`config.mk`:
```
export PLATFORM = sky130hd
export DESIGN_NAME = axis_decimator_v1_0
export DESIGN_NICKNAME = d
export VERILOG_FILES = /design/src/rtl/axis_decimator_v1_0_pkg.sv /design/src/rtl/axis_skid_buffer.sv /design/src/rtl/axis_decimator_v1_0.sv
export SDC_FILE = /design/constraint.sdc
export NUM_CORES = 1
export LEC_CHECK = 0
export CAP_MARGIN = 20
export CORE_MARGIN = 4
export CORE_UTILIZATION = 40
export CTS_BUF_LIST = sky130_fd_sc_hd__clkbuf_16
export DETAILED_ROUTE_END_ITERATION = 7
export PLACE_DENSITY_LB_ADDON = 0.08
export SLEW_MARGIN = 5
export SYNTH_ARGS = -nofsm -noshare
export SYNTH_HDL_FRONTEND = slang
export SYNTH_SLANG_ARGS = --single-unit
```
`constraint.sdc`:
```
create_clock -name aclk -period 6.8 [get_ports aclk]
set_clock_uncertainty 0.15 [all_clocks]
set_input_delay 0.68 -clock aclk [delete_from_list [all_inputs] [get_ports aclk]]
set_output_delay 0.68 -clock aclk [all_outputs]
set_load 0.02 [all_outputs]
```
`src/rtl/axis_decimator_v1_0_pkg.sv`:
```
// rtl/axis_decimator_v1_0_pkg.sv - shared widths and ratio rule for the FIR/decimator chain
package axis_decimator_v1_0_pkg;

    // Sample width is common with the FIR stage output width.
    localparam int unsigned default_data_width  = 16;
    localparam int unsigned default_ratio_width = 8;

    // A ratio of zero behaves exactly like a ratio of one (passthrough).
    function automatic int unsigned effective_ratio(input int unsigned ratio);
        return (ratio == 32'd0) ? 32'd1 : ratio;
    endfunction

endpackage

```
`src/rtl/axis_skid_buffer.sv`:
```
// rtl/axis_skid_buffer.sv - two-entry stream skid buffer with registered upstream ready
module axis_skid_buffer #(
    parameter int unsigned width = 17
) (
    input  logic             aclk,
    input  logic             resetn,
    input  logic [width-1:0] s_axis_tdata,
    input  logic             s_axis_tvalid,
    output logic             s_axis_tready,
    output logic [width-1:0] m_axis_tdata,
    output logic             m_axis_tvalid,
    input  logic             m_axis_tready
);

    logic [width-1:0] main_data, main_data_n;
    logic [width-1:0] skid_data, skid_data_n;
    logic             main_valid, main_valid_n;
    logic             skid_valid, skid_valid_n;
    logic             ready_q;
    logic             push;
    logic             pop;

    assign push = s_axis_tvalid && ready_q;
    assign pop  = main_valid && m_axis_tready;

    // Next-state: main register always holds the oldest entry; skid only fills behind a stalled main.
    always_comb begin
        main_data_n  = main_data;
        main_valid_n = main_valid;
        skid_data_n  = skid_data;
        skid_valid_n = skid_valid;
        if (skid_valid) begin
            if (pop) begin
                main_data_n = skid_data;
                if (push) begin
                    skid_data_n = s_axis_tdata;
                end else begin
                    skid_valid_n = 1'b0;
                end
            end
        end else if (push) begin
            if (!main_valid || pop) begin
                main_data_n  = s_axis_tdata;
                main_valid_n = 1'b1;
            end else begin
                skid_data_n  = s_axis_tdata;
                skid_valid_n = 1'b1;
            end
        end else if (pop) begin
            main_valid_n = 1'b0;
        end
    end

    // State registers; ready is registered so it never depends combinationally on m_axis_tready.
    always_ff @(posedge aclk or negedge resetn) begin
        if (!resetn) begin
            main_data  <= '0;
            main_valid <= 1'b0;
            skid_data  <= '0;
            skid_valid <= 1'b0;
            ready_q    <= 1'b0;
        end else begin
            main_data  <= main_data_n;
            main_valid <= main_valid_n;
            skid_data  <= skid_data_n;
            skid_valid <= skid_valid_n;
            ready_q    <= !skid_valid_n;
        end
    end

    assign s_axis_tready = ready_q;
    assign m_axis_tdata  = main_data;
    assign m_axis_tvalid = main_valid;

endmodule

```
`src/rtl/axis_decimator_v1_0.sv`:
```
// rtl/axis_decimator_v1_0.sv - frame-aligned stream decimator behind the FIR stage
module axis_decimator_v1_0
    import axis_decimator_v1_0_pkg::*;
#(
    parameter int unsigned data_width  = default_data_width,
    parameter int unsigned ratio_width = default_ratio_width
) (
    input  logic                   aclk,
    input  logic                   resetn,
    input  logic [data_width-1:0]  s_axis_tdata,
    input  logic                   s_axis_tlast,
    input  logic                   s_axis_tvalid,
    output logic                   s_axis_tready,
    output logic [data_width-1:0]  m_axis_tdata,
    output logic                   m_axis_tlast,
    output logic                   m_axis_tvalid,
    input  logic                   m_axis_tready,
    input  logic [ratio_width-1:0] ratio
);

    logic [ratio_width-1:0] phase;
    logic [ratio_width-1:0] ratio_l;
    logic [ratio_width-1:0] cur_ratio;
    logic                   accept;
    logic                   keep;

    // The group's ratio is taken live at phase 0 and frozen for the rest of the group.
    assign cur_ratio = (phase == '0) ? ratio_width'(effective_ratio(32'(ratio))) : ratio_l;
    assign accept    = s_axis_tvalid && s_axis_tready;
    assign keep      = accept && (s_axis_tlast || (phase == cur_ratio - ratio_width'(1)));

    // Phase counter and ratio latch; tlast closes the group early so groups align to frames.
    always_ff @(posedge aclk or negedge resetn) begin
        if (!resetn) begin
            phase   <= '0;
            ratio_l <= ratio_width'(1);
        end else if (accept) begin
            if (phase == '0) begin
                ratio_l <= cur_ratio;
            end
            phase <= keep ? '0 : phase + ratio_width'(1);
        end
    end

    // Dropped samples never reach the buffer, so they are accepted whenever ready is high.
    axis_skid_buffer #(
        .width(data_width + 1)
    ) u_skid (
        .aclk          (aclk),
        .resetn        (resetn),
        .s_axis_tdata  ({s_axis_tlast, s_axis_tdata}),
        .s_axis_tvalid (keep),
        .s_axis_tready (s_axis_tready),
        .m_axis_tdata  ({m_axis_tlast, m_axis_tdata}),
        .m_axis_tvalid (m_axis_tvalid),
        .m_axis_tready (m_axis_tready)
    );

endmodule

```
## Word level (Yosys, flattened, before mapping)

Index checks and enable logic that the tools add are counted.

- Bits in registers: 53
- Input bits: 29

- Add/sub/neg operators: 2
- Equality and inequality tests: 4
- Mux-type cells: 20
- Bitwise logic cells: 1
- Reductions and logical operators: 17

Operators with widths:

| cell | count |
|---|---|
| two-way mux 17 bit | 9 |
| two-way mux 8 bit | 3 |
| logical NOT 8 bit | 2 |
| AND reduction 3 bit | 3 |
| adder 8 x 1 -> 8 bit, second input constant | 1 |
| equality test 8 bit | 1 |
| two-way mux 1 bit | 8 |
| subtractor 8 x 1 -> 8 bit, second input constant | 1 |
| nonzero test 2 bit | 3 |
| logical AND 1 bit | 4 |
| != test 2 bit, second input constant | 2 |
| logical NOT 1 bit | 2 |
| logical OR 1 bit | 2 |
| != test 2 x 1 -> 1 bit, second input constant | 1 |
| AND reduction 2 bit | 1 |
| NOT 1 bit | 1 |

## Longest topological paths before layout

Gate-level depths: netlist of the first run.

- Depth in word-level cells: 12
- Depth in mapped cells: 14
- Gate-level depth less buffers: 12

## By module

A second synthesis of the first run with hierarchy kept.

- Cells, all modules: 251
- Area total of the unflattened synthesis: 2906.5 µm²

Modules (own cells, without submodules):

| module | times used | cells each | area an instance (µm²) |
|---|---|---|---|
| axis_skid_buffer | 1 | 107 | 1627.8 |
| axis_decimator_v1_0 | 1 | 144 | 1278.7 |

## Worst setup path before layout of the first run

OpenSTA, ideal clock, no wires.

- Kind: flip-flop to flip-flop
- From: reg phase[0]
- To: reg u_skid.main_data[10], in the netlist u_skid.m_axis_tdata[10]
- Library setup time: 0.123 ns
- Data arrival time: 3.218 ns
- Data required time: 6.527 ns
- Path slack: 3.309 ns
- Cell stages (with the launch flop): 15
- Path buffers: 2
- Clock period less this slack: 3.491 ns
- Cell sequence: dfrtp_1 -> inv_1 -> ha_1 -> or4b_1 -> clkbuf_1 -> nor2_1 -> a21o_1 -> ha_1 -> xnor2_1 -> xnor2_1 -> nand2_1 -> o41ai_4 -> nand2_2 -> buf_2 -> o221a_2

- Longest elaborated chain between the ends: 9

Ends and longest elaborated chain:

| element | line | text |
|---|---|---|
| from (decl) | axis_decimator_v1_0.sv:21 | `logic [ratio_width-1:0] phase;` |
| from (signal assigned) | axis_decimator_v1_0.sv:41 | `phase <= keep ? '0 : phase + ratio_width'(1);` |
| logical NOT 8 bit | axis_decimator_v1_0.sv:28 | `assign cur_ratio = (phase == '0) ? ratio_width'(effective_ratio(32'(ratio))) : ratio_l;` |
| two-way mux 8 bit | axis_decimator_v1_0.sv:28 |  |
| subtractor 8 x 1 -> 8 bit | axis_decimator_v1_0.sv:30 | `assign keep = accept && (s_axis_tlast \|\| (phase == cur_ratio - ratio_width'(1)));` |
| equality test 8 bit * | axis_decimator_v1_0.sv:30 |  |
| logical OR 1 bit * | axis_decimator_v1_0.sv:30 |  |
| logical AND 1 bit * | axis_decimator_v1_0.sv:30 |  |
| logical AND 1 bit * | axis_skid_buffer.sv:23 | `assign push = s_axis_tvalid && ready_q;` |
| nonzero test 2 bit (no source line) * | n/a |  |
| AND reduction 3 bit (no source line) * | n/a |  |
| to (signal assigned) | axis_skid_buffer.sv:63 | `main_data <= main_data_n;` |
| to (decl) | axis_skid_buffer.sv:15 | `logic [width-1:0] main_data, main_data_n;` |

Mark *: on every way between the ends. The rest lies on a longest branch, timed or not.
A chain may end at the register's enable or synchronous reset.

## Worst setup path after layout of the first run

- From: reg phase[0]
- To: reg u_skid.main_data[5], in the netlist u_skid.m_axis_tdata[5]

The elaborated chain is that of the path after synthesis.

==> flow_summary_export.csv, run 1 <==
group,metric,value,unit
final_layout,final_common_cell,"dfrtp_1",
synth,ys_types,56,
placed_design,dp_cells,405,
timing,final-hold-violation-count,0,
outcome,run_status,"finished, final reports clean",
synth,yosys_warnings,0,
timing,fin_setup_tns,0,ps
final_layout,drive_gt1_share,15.46,%
floorplanning,core.rowCount,30,
routing,drc,0,
clock_tree,cts_hold_buf,0,
synth,seq_area_frac_synth,45.42,%
clock_tree,worstSkewPairLatency,290,ps
floorplanning,floorplan.initialDensity,42.09,%
global_route,grt_start_max_net_pins,54,
timing,setup_violations,0,
power,p_leak,0.001454,µW
routing,postRouteAntennaNets,0,
synth,synth_cells,279,
placed_design,gp_congestion,0.8330,
final_layout,final_cell_mix,"dfrtp_1 (52), clkdlybuf4s50_1 (46), nand2_1 (33)",
floorplanning,num_io_pins,48,
synth,ys.flop_type,"dfrtp_1",
final_layout,n_fill_cell,606,
worst_setup_path,crit_path_end_kind,"register",
worst_setup_path,cp_max_fo,16,
run,drv_cap,0,
worst_setup_path,path_class,"reg -> reg",
global_route,antenna_found_initial,0,
routing,drt-pass1-iter-count,4,
synth,synth_largest_area_cell,"dfrtp_1",
timing,fmax,0.2337,GHz
worst_setup_path,required,6830,ps
hold_path,min_path_type,"reg -> reg",
clock_tree,clk_pin_slew_worst_paths,70,ps
final_layout,regArea,1328,µm²
final_layout,fin_util,51.59,%
floorplanning,die_area,8739,µm²
clock_tree,tritoncts,"done",
timing,post-route-period-util,62.93,%
global_route,grt_overflow,0,
clock_tree,numCtsBuffers,5,
global_route,busiest_layer,"met2",
timing,relSlewSlack,39.87,%
global_route,grt_usage,16.59,%
synth,avgSynthCellArea,10.48,µm²
worst_setup_path,critPathArrivalTime,4310,ps
synth,yosys-top-cells-area,"dfrtp_1 (45%), o221a_2 (6.2%), mux2_2 (4.6%)",
routing,drtIter0Drc,78,
final_layout,synthToLayoutAreaGrowth,22.56,%
timing,slew_viol_final,0,
clock_tree,clk_path_buf_depth,2,
floorplanning,core,6944,µm²
clock_tree,htreeDepth,2,
worst_setup_path,cp-start-kind,"register",
power,powerDensity,487.2,nW/µm²
global_route,gr-usage-met2,27.04,%
timing,period_needed,4279,ps
final_layout,diodes,0,
synth,synth_edf_count,0,
final_layout,fin_nets,348,
floorplanning,die_w,93.48,µm
synth,yosysTopAreaCellShare,44.52,%
synth,ys_ff_latch,53,
global_route,grt_pass1_wl,11600,µm
timing,tightest_slew,902.0,ps
floorplanning,die_h,93.48,µm
timing,rsz0062_at_grt,"no",
routing,post_drt_wl_per_cell,16.93,µm
clock_tree,clockRootBuffer,"clkbuf_16",
synth,synth_area,2923,µm²
placed_design,dpl.hpwl,4656,µm
final_layout,finalNonFillerCells,413,
power,power.total,1745,µW
global_route,gr-usage-met3,3.459,%
global_route,grt_pass1_vias,2370,
clock_tree,post_cts_buffers,0,
global_route,use_met1,21.53,%
clock_tree,cts_resized,0,
routing,routed_wl,6993,µm
power,peakVddDrop,0.2272,mV
clock_tree,cts.sink_count,53,
synth,synth_nets,311,
final_layout,multi_input_area,1485,µm²
routing,via_per_inst,5.656,
synth,async_reset_ff_share,100.0,%
placed_design,io_buffers,47,
routing,vias,2336,
[path summary, 6_finish.rpt]
path / slack, ps / from / depth (start not counted) / endpoint
max in group asynchronous: 5690 / resetn / 2 / ratio_l[4]
worst min register to register: 340 / ratio_l[0] / 2 / ratio_l[0]
min in group asynchronous: 360 / resetn / 2 / u_skid.skid_data[2]
worst max-delay path: 2520 / phase[0] / 12 / u_skid.m_axis_tdata[5]
worst max register to register: 2520 / phase[0] / 12 / u_skid.m_axis_tdata[5]
worst min-delay path: 340 / ratio_l[0] / 2 / ratio_l[0]
[logic make-up (layout without fill, tap and decap cells)]
logic type / count (synthesis) / after routing / synth area share, %
and+or+nand+nor: 79 / 79 / 14.85
muxes: 27 / 27 / 10.19
buffers and inverters: 26 / 64 / 3.767
DFF: 53 / 53 / 45.42
AOI/OAI and AO/OA: 82 / 82 / 21.79
adders and majority gates: 3 / 3 / 1.284
xor gates and xnor gates: 9 / 9 / 2.697
[layout make-up]
class                      instances  area share, %
tap                               96          3.353
clock inverter                     3         0.5938
multi-input combinational        200          41.46
timing repair buffer              48          13.20
inverter                           8         0.8383
sequential                        53          37.06
clock buffer                       5          3.493
[where the power goes]
| group | switching [µW] | internal, µW | leakage, µW |
|---|---|---|---|
| clock network | 121 | 138 | 0.0000718 |
| logic | 433 | 425 | 0.000753 |
| registers | 167 | 461 | 0.000628 |
[state kept, by name (all words and copies together) (netlist names)]
signal                count
u_skid.skid_valid         1
ratio_l                   8
u_skid.skid_data         17
u_skid.m_axis_tvalid      1
u_skid.m_axis_tdata      17
phase                     8
u_skid.s_axis_tready      1
[routing by layer]
metal  share of wire, %  vias to the layer above  wire, µm
met5                  0                        -         0
met3                4.2                       11       295
met4                1.7                        0       116
li1                   -                     1122         -
met2                 48                       55      3326
met1                 47                     1148      3254
[stage by stage]
stage,hold slack [ps],cell area (µm²),setup slack (ps)
finish,340.8,3582,2521
global route,355.0,3582,2207
CTS,349.0,3582,2483
detailed placement,332.4,3436,2229
global placement,324.1,3436,2390
floorplan,234.4,2923,3309
[worst max-delay path: stages (launching register included)]
cell and delay (ps):
dfrtp_1 440, inv_1 100, ha_1 170, or4b_1 590, nor2_1 210, a21o_1 250
ha_1 240, xnor2_1 150, xnor2_1 140, nand2_1 140, o41ai_4 800, nand2_2 390
o221a_2 390
[Yosys cell counts (all sizes together), types with 2 or more instances]
library cell   n
mux2i          5
nand3          6
dfrtp         52
clkbuf        12
and3           2
xor2           4
a21oi          8
nor4           4
or3            2
xnor2          5
o22ai         18
a21boi         2
inv            8
nand2         36
buf            6
nand2b         2
mux2          22
nor2           9
a21o           4
ha             3
o21ai         16
a211oi         3
and2           3
nor4b          2
o221a         16
a31oi          3
or4b           2
o31ai          3
nor3           6
Note: power is estimated with default switching activity, not from simulation.
==> run 2, diff against run 1 <==
Clock period 6.8 ns to 3.51 ns, I/O delays scaled along.
==> run 2 against run 1 <==
Routed wire length increased by 3.4%. Maximum frequency increased by 28%. Die area unchanged. Utilization increased by 4.1 points. Clock-buffer cell count unchanged. Combinational power increased by 140%. First-iteration DRC count decreased by 7.7%. Hold slack got worse by 330 ps. Clock power increased by 86%.
==> flow_summary_export.csv, run 2 (synthesis results as in run 1) <==
group,metric,value,unit
outcome,run_status,"finished, final reports clean",
timing,slew_viol_final,0,
timing,final-hold-violation-count,0,
global_route,grt_pass1_wl,12430,µm
hold_path,min_path_type,"in -> async",
floorplanning,core,6944,µm²
timing,tightest_slew,835.1,ps
floorplanning,floorplan.initialDensity,42.09,%
clock_tree,clockRootBuffer,"clkbuf_16",
final_layout,diodes,0,
timing,period_needed,3344,ps
clock_tree,cts.sink_count,53,
worst_setup_path,crit_path_end_kind,"register",
routing,postRouteAntennaNets,0,
clock_tree,clk_path_buf_depth,2,
global_route,grt_pass1_vias,2530,
final_layout,final_cell_mix,"dfrtp_1 (52), clkdlybuf4s50_1 (46), nand2_1 (33)",
clock_tree,htreeDepth,2,
placed_design,gp_congestion,0.8782,
routing,post_drt_wl_per_cell,16.33,µm
final_layout,fin_nets,379,
routing,routed_wl,7233,µm
floorplanning,die_w,93.48,µm
routing,drc,0,
global_route,grt_start_max_net_pins,37,
final_layout,drive_gt1_share,24.21,%
routing,vias,2401,
worst_setup_path,r2r_slack,170,ps
final_layout,synthToLayoutAreaGrowth,32.41,%
floorplanning,num_io_pins,48,
floorplanning,core.rowCount,30,
timing,setup_violations,0,
floorplanning,die_area,8739,µm²
global_route,grt_usage,17.88,%
run,drv_cap,0,
final_layout,finalNonFillerCells,443,
power,powerDensity,949.3,nW/µm²
clock_tree,clk_pin_slew_worst_paths,70,ps
global_route,grt_overflow,0,
final_layout,fin_util,55.73,%
timing,fmax,0.2991,GHz
timing,relSlewSlack,44.33,%
power,p_leak,0.001622,µW
placed_design,io_buffers,47,
timing,post-route-period-util,95.26,%
worst_setup_path,cp-start-kind,"register",
routing,drtIter0Drc,72,
final_layout,final_common_cell,"dfrtp_1",
clock_tree,worstSkewPairLatency,290,ps
floorplanning,die_h,93.48,µm
worst_setup_path,cp_max_fo,16,
clock_tree,numCtsBuffers,5,
placed_design,dp_cells,432,
worst_setup_path,required,3530,ps
power,peakVddDrop,0.4300,mV
global_route,antenna_found_initial,0,
worst_setup_path,critPathArrivalTime,3370,ps
placed_design,dpl.hpwl,4990,µm
clock_tree,cts_hold_buf,0,
clock_tree,tritoncts,"done",
routing,drt-pass1-iter-count,4,
routing,via_per_inst,5.420,
worst_setup_path,path_class,"reg -> reg",
run 2: worst paths after layout:
check,depth (start not counted),start,end
worst max-delay path,13,phase[0],u_skid.skid_data[6]
worst min-delay path,1,resetn,phase[3]
worst max register to register,13,phase[0],u_skid.skid_data[6]
worst min register to register,2,ratio_l[0],ratio_l[0]
max in group asynchronous,2,resetn,ratio_l[6]
min in group aclk,2,ratio_l[0],ratio_l[0]
run 2: final cells by class:
class	instances	area (µm²)
clock buffers	5	125.1
clock inverters	2	13.76
fillers	633	3074
inverters	8	30.03
multi-input cells	200	1510
flip-flops and latches	53	1328
well taps	96	120.1
repair buffers	79	743.2
run 2: worst max-delay path, cell delays in order, from the launching register on:
cell,delay [ps]
dfrtp_1,380
inv_1,90
ha_1,180
nor4b_4,350
buf_4,190
nand2_4,40
buf_4,150
o21ai_0,240
xor2_1,260
a31oi_4,140
o41ai_4,460
nand2_4,80
buf_12,170
mux2_1,310
run 2: metal layers:
layer	wire (µm)	global-route usage, %
met1	3347	24.15
met2	3489	29.36
met3	299	2.896
met4	97	5.372
met5	0	0
run 2: repair_timing:
item / 4_1_cts / 5_1_grt
setup buffers: 0 / 4
gates resized for setup: 0 / 5
endpoints found under the setup margin: 0 / 38
run 2: where the power goes:
part / leakage (µW) / internal [µW] / switching [µW] / total, µW
sequential: 0.000628 / 896 / 228 / 1120
combinational: 0.000923 / 1060 / 1010 / 2070
clock: 0.0000701 / 262 / 220 / 482
run 2: stage by stage:
step	worst slack (ps)	hold WS [ps]	instance area (µm²)	setup TNS [ps]	total power, µW
floorplan	19.01	-94.59	2923	0	2377
global placement	62.91	324.3	3664	0	3096
detailed placement	-5.348	325.5	3664	-6.251	3114
CTS	26.31	40.63	3802	0	3622
global route	-1.366	71.50	3870	-2.655	3959
finish	166.4	6.927	3870	0	3674
==> run 3, diff against run 2 <==
--- a/constraint.sdc
+++ b/constraint.sdc
@@ -4,2 +4,2 @@
 set_output_delay 0.351 -clock aclk [all_outputs]
-set_load 0.02 [all_outputs]
+set_load 0.005 [all_outputs]
==> results of run 3 <==
Same layout as run 2 (identical final DEF). Status: finished, final reports clean.
Main changes from that run: total power 3674 µW -> 3551 µW; worst IR drop on VDD 0.4300 mV -> 0.3891 mV
